[src/rtl/uart_tx_serial.sv]
// uart_tx_serial: byte-stream UART transmitter with a small input FIFO.
// Each frame is a start bit, 8 data bits sent LSB first, an optional parity
// bit and one stop bit. Frames start only while cts_n is low.
// Ports:
//   clk, rst       system clock, synchronous active-high reset
//   baud_div       clock cycles per bit (values < 2 act as 2), taken at frame start
//   in_data/in_valid/in_ready  byte input stream (in_ready = FIFO not full)
//   cts_n          active-low clear-to-send; high holds off the next frame
//   tx             serial line, idles high
//   busy           a frame is in progress
//   tx_irq         one-cycle pulse when the last queued frame has finished
//   level          FIFO occupancy
module uart_tx_serial #(
   parameter int unsigned DEPTH  = 4,
   parameter int unsigned PARITY = 0
) (
   input  logic                     clk,
   input  logic                     rst,
   input  logic [15:0]              baud_div,
   input  logic [7:0]               in_data,
   input  logic                     in_valid,
   output logic                     in_ready,
   input  logic                     cts_n,
   output logic                     tx,
   output logic                     busy,
   output logic                     tx_irq,
   output logic [$clog2(DEPTH):0]   level
);

   localparam int unsigned AW = $clog2(DEPTH);
   localparam int unsigned LW = AW + 1;

   typedef enum logic [2:0] {
      S_IDLE   = 3'd0,
      S_START  = 3'd1,
      S_DATA   = 3'd2,
      S_PARITY = 3'd3,
      S_STOP   = 3'd4
   } state_e;

   state_e         state_q, state_d;
   logic [7:0]     mem [DEPTH];
   logic [AW-1:0]  wr_ptr_q, rd_ptr_q;
   logic [LW-1:0]  level_q, level_d;
   logic [7:0]     shift_q, shift_d;
   logic           par_q, par_d;
   logic [15:0]    div_q, div_d;
   logic [15:0]    cnt_q, cnt_d;
   logic [2:0]     idx_q, idx_d;
   logic           tx_q, tx_d;
   logic           busy_q, busy_d;
   logic           irq_pend_q, irq_q;
   logic           in_ready_q;

   logic           push, pop, irq_set;
   logic           bit_end, can_start;
   logic [7:0]     head;

   assign push      = in_valid && in_ready_q;
   assign bit_end   = (cnt_q == (div_q - 16'd1));
   assign can_start = (level_q != LW'(0)) && !cts_n;
   assign head      = mem[rd_ptr_q];

   // FIFO occupancy update
   always_comb begin
      level_d = level_q;
      case ({push, pop})
         2'b10:   level_d = level_q + LW'(1);
         2'b01:   level_d = level_q - LW'(1);
         default: level_d = level_q;
      endcase
   end

   // FIFO storage (no reset needed on the data array)
   always_ff @(posedge clk) begin
      if (push) mem[wr_ptr_q] <= in_data;
   end

   // FIFO pointers, level and ready
   always_ff @(posedge clk) begin
      if (rst) begin
         wr_ptr_q   <= '0;
         rd_ptr_q   <= '0;
         level_q    <= '0;
         in_ready_q <= 1'b1;
      end else begin
         if (push) wr_ptr_q <= wr_ptr_q + AW'(1);
         if (pop)  rd_ptr_q <= rd_ptr_q + AW'(1);
         level_q    <= level_d;
         in_ready_q <= (level_d != LW'(DEPTH));
      end
   end

   // State register and frame datapath
   always_ff @(posedge clk) begin
      if (rst) begin
         state_q <= S_IDLE;
         shift_q <= '0;
         par_q   <= 1'b0;
         div_q   <= 16'd2;
         cnt_q   <= '0;
         idx_q   <= '0;
      end else begin
         state_q <= state_d;
         shift_q <= shift_d;
         par_q   <= par_d;
         div_q   <= div_d;
         cnt_q   <= cnt_d;
         idx_q   <= idx_d;
      end
   end

   // Next-state logic; a frame start pops the head byte and latches the divisor
   always_comb begin
      state_d = state_q;
      shift_d = shift_q;
      par_d   = par_q;
      div_d   = div_q;
      cnt_d   = cnt_q + 16'd1;
      idx_d   = idx_q;
      pop     = 1'b0;
      irq_set = 1'b0;
      case (state_q)
         S_IDLE: begin
            cnt_d = cnt_q;
            if (can_start) begin
               pop     = 1'b1;
               shift_d = head;
               par_d   = ^head;
               div_d   = (baud_div < 16'd2) ? 16'd2 : baud_div;
               cnt_d   = '0;
               state_d = S_START;
            end
         end
         S_START: begin
            if (bit_end) begin
               cnt_d   = '0;
               idx_d   = '0;
               state_d = S_DATA;
            end
         end
         S_DATA: begin
            if (bit_end) begin
               cnt_d   = '0;
               shift_d = {1'b0, shift_q[7:1]};
               idx_d   = idx_q + 3'd1;
               if (idx_q == 3'd7) state_d = (PARITY != 0) ? S_PARITY : S_STOP;
            end
         end
         S_PARITY: begin
            if (bit_end) begin
               cnt_d   = '0;
               state_d = S_STOP;
            end
         end
         S_STOP: begin
            if (bit_end) begin
               cnt_d = '0;
               // Chain straight into the next frame when allowed, no idle gap
               if (can_start) begin
                  pop     = 1'b1;
                  shift_d = head;
                  par_d   = ^head;
                  div_d   = (baud_div < 16'd2) ? 16'd2 : baud_div;
                  state_d = S_START;
               end else begin
                  state_d = S_IDLE;
                  irq_set = (level_q == LW'(0));
               end
            end
         end
         default: state_d = S_IDLE;
      endcase
   end

   // Output decode from current state; registered below
   always_comb begin
      tx_d   = 1'b1;
      busy_d = (state_q != S_IDLE);
      case (state_q)
         S_START:  tx_d = 1'b0;
         S_DATA:   tx_d = shift_q[0];
         S_PARITY: tx_d = (PARITY == 2) ? ~par_q : par_q;
         default:  tx_d = 1'b1;
      endcase
   end

   // Output registers; irq is delayed one extra stage so it lines up with busy falling
   always_ff @(posedge clk) begin
      if (rst) begin
         tx_q       <= 1'b1;
         busy_q     <= 1'b0;
         irq_pend_q <= 1'b0;
         irq_q      <= 1'b0;
      end else begin
         tx_q       <= tx_d;
         busy_q     <= busy_d;
         irq_pend_q <= irq_set;
         irq_q      <= irq_pend_q;
      end
   end

   assign tx       = tx_q;
   assign busy     = busy_q;
   assign tx_irq   = irq_q;
   assign in_ready = in_ready_q;
   assign level    = level_q;

endmodule

[config.mk]
export PLATFORM = sky130hd
export DESIGN_NAME = uart_tx_serial
export DESIGN_NICKNAME = d
export VERILOG_FILES = /design/src/rtl/uart_tx_serial.sv
export SDC_FILE = /design/constraint.sdc
export NUM_CORES = 1
export LEC_CHECK = 0
export CAP_MARGIN = 15
export CORE_MARGIN = 2
export CORE_UTILIZATION = 53
export CTS_CLUSTER_DIAMETER = 100
export CTS_CLUSTER_SIZE = 14
export DETAILED_ROUTE_END_ITERATION = 16
export GPL_ROUTABILITY_DRIVEN = 0
export PLACE_DENSITY = 0.81
export SLEW_MARGIN = 20
export SYNTH_ARGS = -nofsm -noshare
export SYNTH_HDL_FRONTEND = slang
export SYNTH_SLANG_ARGS = --single-unit
[constraint.sdc]
create_clock -name clk -period 6.1 [get_ports clk]
set_input_delay 1.22 -clock clk [delete_from_list [all_inputs] [get_ports clk]]
set_output_delay 1.22 -clock clk [all_outputs]
set_load 0.05 [all_outputs]
# After elaboration in Yosys (flattened, before gate mapping)
# Memory sizes are Yosys's and may differ from the RTL's. A register that Yosys moved wholly into a read port is not among the register bits.
# Cells that the tools add are included.
# totals
ff_bits	59
ram_bits	32
inputBits	28
output_inout_bits	7
n_memories	1
# classes
n_addsub	7
magnitude_cmp	1
eq_ne	15
n_mux	34
bitwise_logic	2
reduce_logical	17
# mem_list
memory	depth	word_bits	rd	rd_clocked_by_memory_dff	wr	line_no	rtl
mem	4	8	1	1	1	42	logic [7:0] mem [DEPTH];
# op_table
op	n
$mux 16	5
$pmux 16 s2	2
$mux 3	8
$mux 8	3
$pmux 8 s3	1
$add 16x1->16 const B	1
$eq 16x16->1	1
$lt 16x2->1 const B	1
$sub 16x1->16 const B	1
$pmux 3 s5	1
$ne 2x2->1 const B	6
$pmux 3 s2	2
$reduce_bool 3->1	3
$reduce_or 4->1	2
$reduce_xor 8->1	1
$mux 1	7
$add 3x1->3 const B	2
$eq 3x2->1 const B	2
$eq 3x3->1 const B	2
$logic_not 3->1	2
$reduce_and 3->1	2
$reduce_and 6->1	1
$add 2x1->2 const B	2
$mux 2	2
other kinds (12)	16

# Longest topological paths before layout
# Gate-level depths: netlist (run 1).
# depth
word_depth	8
depth_mapped	18

# Worst setup path before layout (run 1)
# No wires, ideal clock.
# synth_path
path_type	register to register
startpoint	register div_q[5]
endpoint	register in_ready_q, in the netlist in_ready
setup_time_ns	0.119
arrival_time_ns	4.264
required_time_ns	5.981
path_slack_ns	1.716
path_stages_with_launch	18
path_buffers	4
synth_period_minus_slack_ns	4.384
path_cell_list	dfxtp_1 > buf_2 > or3_1 > buf_2 > or4_4 > xnor2_1 > or4_4 > o41a_1 > clkbuf_1 > nor3_1 > buf_2 > ha_1 > inv_1 > fa_1 > xor2_1 > or3_1 > a21oi_1 > nand2_1
# synth_via
elab_chain_len	7
# synth_lines
element	line_no	rtl
start, declared	47	logic [15:0] div_q, div_d;
start signal, assigned	107	div_q <= div_d;
$sub 16x1->16 *	60	assign bit_end = (cnt_q == (div_q - 16'd1));
$eq 16x16->1 *	60	
$mux 1 *	157	if (bit_end) begin
$pmux 1 s2 *	123	case (state_q)
via pop	55	logic push, pop, irq_set;
$eq 2x1->1 / $eq 2x2->1 (equally long branches)	67	case ({push, pop})
$pmux 3 s2 *	67	
$ne 3x3->1 *	90	in_ready_q <= (level_d != LW'(DEPTH));
end signal, assigned	90	
end, declared	53	logic in_ready_q;
# Mark *: on every way through the listed nets, which the timed path passes. The rest lies on a longest branch.
# A chain may end at the register's enable or synchronous reset.

# Worst setup path after layout (run 1)
# layout_path
startpoint	register div_q[5]
endpoint	register in_ready_q, in the netlist in_ready
# layout_via
elab_chain_len	7
# layout_lines
element	line_no
$sub 16x1->16 *	60
$eq 16x16->1 *	60
$mux 1 *	157
$pmux 1 s2 *	123
$eq 2x1->1 / $eq 2x2->1 (equally long branches)	67
$pmux 3 s2 *	67
$ne 3x3->1 *	90
# Mark *: on every way between the ends. The rest lies on a longest branch, timed or not.

==> metrics, run 1 <==
status=completed; vias in the first global route=3,909; CTS Sinks=93; synth warn=0; placed insts=609; Die Ht=99.82 microns; post_cts resized=0; largest net degree at the start of global routing=46; Die Area=0.009963 sq mm; CP max stage delay=710 ps; f_max=213.3 MHz; ANT nets after route=0; crit share post-route=76.87%; post-layout minimum cycle time=4689 ps; worst reg2reg path endpoint=in_ready$_SDFF_PP1_; Row Count=34; crit path launch type=flop; Avg WL per Cell=18.00 microns; Fin Setup TNS=0 ps; initial antenna violation count=0; RSZ-0062 raised after global routing=false; port buffer count=34; DRT Pass-1 Iters=5; clock power share=20.0%; worst path arrival time=4960 ps; maximum VDD drop=0.2628 mV; initial core utilization=55.26%; critical path data required time=6370 ps; Non-Filler Instances=625; layout cells sized above 1=8.317%; Reg clk slew, reported paths=110 ps; global-route congestion overflow total=0; most frequent cells in the layout=dfxtp_1, nand2_1, clkdlybuf4s50_1; synthesis-to-layout area growth=11.83%; H-tree depth=3; max cap viols=0; r2r startpoint=div_q[5]$_SDFFE_PP0P_; final hold viol count=0; Setup crit end kind=flop; CP startpoint=div_q[5]$_SDFFE_PP0P_; EDFF count, synth=32; Slew Viols, Final=0; Via Count=3,949; net switching power figure=845.8 uW; syn_nets=532; CTS Buffer Depth=2; total power=2.078 mW; Pwr Density=382.0 mW/mm^2; Vias/cell=6.318; Sw Share=40.69%; crit path max fanout=20; internal power=1.233 mW; I/O pin count=35; CTS Hold Bufs=0; cells on worst reg2reg path=13; Post-layout nets=550; CP max stage cell=o41a_1; diode count=0; clock buffer count from CTS=9; DRT iter0 DRCs=247; root buffer cell=clkbuf_8; Die Wd=99.82 microns; Gate Count Post-Synth=494; post-route setup slack=1411 ps; worst min-delay path class=reg -> reg; worst slew pin tran=1039 ps; crit path capture=in_ready$_SDFF_PP1_; core area=0.008806 sq mm; Routed WL=11,250 microns; CTS tree=built; critical path class=reg -> reg; Residual DRC=0; mapped cell area=0.004866 sq mm; asr flop ratio synth=0%; clk_lat worst skew=370 ps; commonest non-fill, non-tap cell in the layout=dfxtp_1; Seq/Total Area, Yosys=44.84%; first-pass GRT wire length=18,440 microns; critical path cell sequence=or3_1 > or4_4 > xnor2_1 > or4_4 > o41a_1 > nor3_2 > ha_1 > inv_1 > fa_1 > xor2_1 > or3_1 > a21oi_1 > nand2_1; post-synthesis average cell area=9.850 sq um; worst slack, placed=1441 ps; reg2reg setup slack=1410 ps; post-detail-place hpwl=7917 microns; Rel. slew slack=30.26%; share of power burned in combinational logic=39.2%; GRT Total Usage=23.37%; Final Skew=20.73 ps; Post-CTS Setup Bufs=0; sequential share of power=40.8%; register bit total from synthesis=93; Distinct cells, synth=61; leakage=1.796 nW; ys flop type=dfxtp_1; Final setup viols=0
[sequential cells by signal (all words and copies together) (netlist names), named ones only]
signal	flops
irq_pend_q	1
rd_ptr_q	2
shift_q	8
tx_irq	1
busy	1
in_ready	1
idx_q	3
par_q	1
tx	1
div_q	16
state_q	3
level	3
cnt_q	16
mem	32
wr_ptr_q	2
[cells in the mapped netlist (8+ instances only)]
| library cell | count | area share [%] |
|---|---|---|
| edfxtp_1 | 32 | 20 |
| ha_1 | 9 | 2.3 |
| and3_1 | 9 | 1.2 |
| xor2_1 | 20 | 3.6 |
| a21oi_1 | 11 | 1.1 |
| nand4_1 | 17 | 2.2 |
| mux4_2 | 8 | 3.7 |
| clkbuf_1 | 19 | 1.5 |
| xnor2_1 | 19 | 3.4 |
| a211oi_1 | 20 | 3.1 |
| o21ai_0 | 25 | 2.6 |
| nand2_1 | 50 | 3.9 |
| nand3_1 | 18 | 1.9 |
| buf_2 | 9 | 0.93 |
| nor4_1 | 9 | 1.2 |
| mux2i_1 | 10 | 2.1 |
| inv_1 | 11 | 0.85 |
| nor2_1 | 27 | 2.1 |
| dfxtp_1 | 61 | 25 |
| nor3_1 | 14 | 1.4 |
[layout make-up]
class                           instances  area, sq um
Multi-Input combinational cell        356         2494
Fill cell                             701         3364
Sequential cell                        93         2182
Tap cell                              108        135.1
Inverter                               12        45.04
Clock inverter                          7        76.32
Timing Repair Buffer                   40        385.4
Clock buffer                            9        123.9
[metrics by stage]
| step | hold WS, ps | instance area [sq um] | util, % |
|---|---|---|---|
| after floorplan | 413.8 | 4866 | - |
| after CTS | 471.8 | 5441 | 61.79 |
| after global placement | 438.7 | 5241 | 59.52 |
| after detailed placement | 455.0 | 5241 | 59.52 |
| final | 463.4 | 5441 | 61.79 |
| after global routing | 487.2 | 5441 | 61.79 |
[logic make-up (layout without fill, tap and decap cells)]
kind of cell / count (synthesis) / in the layout / share of synthesized area (%)
flip-flops: 93 / 93 / 44.84
AO/OA/AOI/OAI: 98 / 98 / 14.37
AND/OR/NAND/NOR: 190 / 190 / 21.03
multiplexers: 19 / 19 / 5.991
buffers and inverters: 45 / 68 / 4.011
XOR/XNOR: 39 / 39 / 7.020
adder cells (fa/ha/maj): 10 / 10 / 2.726
[metal layers]
metal  wire length, microns  up-vias  GRT usage (%)  part of all wire (%)
met4                    378        0          9.168                   3.4
met1                   4635     1872          27.50                    41
met2                   5582      141          41.27                    50
li1                       -     1903              -                     -
met5                      0        -              0                     0
met3                    651       33          5.571                   5.8
[critical path, delay by kind of cell (launching register included)]
kind | cells | cell delay [ps]
flip-flops | 1 | 400
buffers and inverters | 1 | 60
adder cells (fa/ha/maj) | 2 | 610
AND/OR/NAND/NOR | 6 | 2290
AO/OA/AOI/OAI | 2 | 910
XOR/XNOR | 2 | 310
[how the worst min path moves through the flow]
stage | cells after the start | slack (ps) | startpoint | end
after global routing | 1 | 490 | irq_pend_q$_SDFF_PP0_ | tx_irq$_SDFF_PP0_
after global placement | 1 | 440 | irq_pend_q$_SDFF_PP0_ | tx_irq$_SDFF_PP0_
after detailed placement | 1 | 450 | irq_pend_q$_SDFF_PP0_ | tx_irq$_SDFF_PP0_
after floorplan | 1 | 410 | irq_pend_q$_SDFF_PP0_ | tx_irq$_SDFF_PP0_
after CTS | 1 | 470 | irq_pend_q$_SDFF_PP0_ | tx_irq$_SDFF_PP0_
final | 1 | 460 | irq_pend_q$_SDFF_PP0_ | tx_irq$_SDFF_PP0_
[power by group through the flow]
stage	clock network, mW	registers [mW]	logic, mW
after floorplan	0	0.854	0.610
after global placement	0	0.855	0.773
after detailed placement	0	0.862	0.805
after CTS	0.419	0.849	0.808
after global routing	0.443	0.865	0.891
final	0.416	0.848	0.815
Note: power is estimated with default switching activity, not from simulation.
==> run 2: changes to the inputs <==
--- a/config.mk
+++ b/config.mk
@@ -12,7 +12,7 @@
 export CTS_CLUSTER_SIZE = 14
 export DETAILED_ROUTE_END_ITERATION = 16
 export GPL_ROUTABILITY_DRIVEN = 0
-export PLACE_DENSITY = 0.81
+export PLACE_DENSITY = 0.84
 export SLEW_MARGIN = 20
 export SYNTH_ARGS = -nofsm -noshare
 export SYNTH_HDL_FRONTEND = slang
==> constraint.sdc (replaced) <==
create_clock -name clk -period 4.2 [get_ports clk]
set_input_delay 0.84 -clock clk [delete_from_list [all_inputs] [get_ports clk]]
set_output_delay 0.84 -clock clk [all_outputs]
set_load 0.05 [all_outputs]
==> run 2 against run 1 <==
- final cell count is 3.5% higher
- utilization grew 3.3 points
- combinational power grew 69%
- via count is 3.6% higher
- first-iteration DRC count grew 5.7%
==> metrics, run 2 (synthesized netlist as in run 1, its figures left out) <==
worst min-delay path class=reg -> reg; Rel. slew slack=29.37%; total power=3.235 mW; Routed WL=11,520 microns; GRT Total Usage=23.67%; Final setup viols=0; RSZ-0062 raised after global routing=true; Residual DRC=0; ANT nets after route=0; synthesis-to-layout area growth=17.87%; Top Family by Delay on Critical Path=simple AND/OR/NAND/NOR gates; Non-Filler Instances=647; global-route congestion overflow total=0; CP max stage cell=or4_4; I/O pin count=35; status=completed; commonest non-fill, non-tap cell in the layout=dfxtp_1; Pwr Density=564.0 mW/mm^2; fin area=0.005736 sq mm; final hold viol count=0; maximum VDD drop=0.3548 mV; initial antenna violation count=0; crit path max fanout=5; vias in the first global route=4,003; top flop regs=mem x32, cnt_q x16, div_q x16; diode count=0; critical path cell sequence=buf_6 > or2_4 > or4_4 > xnor2_2 > or4_4 > o41a_1 > nor3_4 > ha_4 > inv_2 > fa_2 > xor2_2 > or3_4 > a21oi_4 > nand2_1; Die Ht=99.82 microns; critical path class=reg -> reg; WHS=435.5 ps; Post-layout nets=572; CTS tree=built; post-detail-place hpwl=7957 microns; buffers and inverters on the worst path=2; Die Wd=99.82 microns; crit share post-route=98.21%; Post-DP Area=0.005348 sq mm; Via Count=4,092; leakage=1.922 nW; Fin Setup TNS=0 ps; initial core utilization=55.26%; clk_lat worst skew=360 ps; Slew Viols, Final=0; CTS Hold Bufs=0; Die Area=0.009963 sq mm; Setup crit end kind=flop; post-layout minimum cycle time=4125 ps; layout cells sized above 1=16.51%; core area=0.008806 sq mm; worst slack, placed=-18.32 ps; post-route setup slack=75.14 ps; CTS Sinks=93; Crit path top cell by count=or4_4; port buffer count=34; placed insts=621; Final Skew=15.35 ps; clock buffer count from CTS=9; f_max=242.4 MHz; H-tree depth=3; CTS Buffer Depth=2; max cap viols=0; Row Count=34; max reg flops=32; most flop-heavy register=mem; root buffer cell=clkbuf_8; critical path data required time=4460 ps; crit path launch type=flop; worst slew pin tran=1058 ps; largest net degree at the start of global routing=45; DRT Pass-1 Iters=5; Vias/cell=6.325; Avg WL per Cell=17.81 microns; CP max stage delay=560 ps; most frequent cells in the layout=dfxtp_1, nand2_1, clkdlybuf4s50_1; first-pass GRT wire length=19,090 microns; worst path arrival time=4390 ps; Reg clk slew, reported paths=110 ps; DRT iter0 DRCs=261; Final Util=65.13%
-- run 2: path summary, 6_finish.rpt --
| kind | cells past startpoint | slack [ps] | endpoint | start |
|---|---|---|---|---|
| max | 14 | 80 | in_ready$_SDFF_PP1_ | div_q[0]$_SDFFE_PP0P_ |
| min | 1 | 440 | tx_irq$_SDFF_PP0_ | irq_pend_q$_SDFF_PP0_ |
| max reg2reg | 14 | 80 | in_ready$_SDFF_PP1_ | div_q[0]$_SDFFE_PP0P_ |
| min reg2reg | 1 | 440 | tx_irq$_SDFF_PP0_ | irq_pend_q$_SDFF_PP0_ |
-- run 2: area by class of cell --
| class | instances | area [sq um] |
|---|---|---|
| clock buffer | 9 | 123.9 |
| clock inverter | 7 | 76.32 |
| fill | 664 | 3070 |
| inverter | 12 | 47.55 |
| multi-input combinational | 356 | 2605 |
| sequential | 93 | 2193 |
| tap | 108 | 135.1 |
| timing repair buffer | 62 | 554.3 |
-- run 2: what timing repair did --
item | CTS | global route
hold endpoints to repair | 0 | 0
resized for setup | 2 | 28
setup endpoints to repair | 1 | 2
buffers inserted | 0 | 10
pin swaps | 0 | 17
-- run 2: where the power goes --
group / total [mW] / internal [mW] / switching (mW)
logic: 1.38 / 0.614 / 0.762
clock network: 0.607 / 0.241 / 0.366
registers: 1.25 / 1.08 / 0.172
-- run 2: metal layers --
layer	up-vias	wire length, microns	share of wire, %	global-route usage [%]
li1	1948	-	-	-
met3	42	620	5.4	4.387
met4	0	468	4.1	10.85
met1	1945	4841	42	29.75
met5	-	0	0	0
met2	157	5592	49	39.81
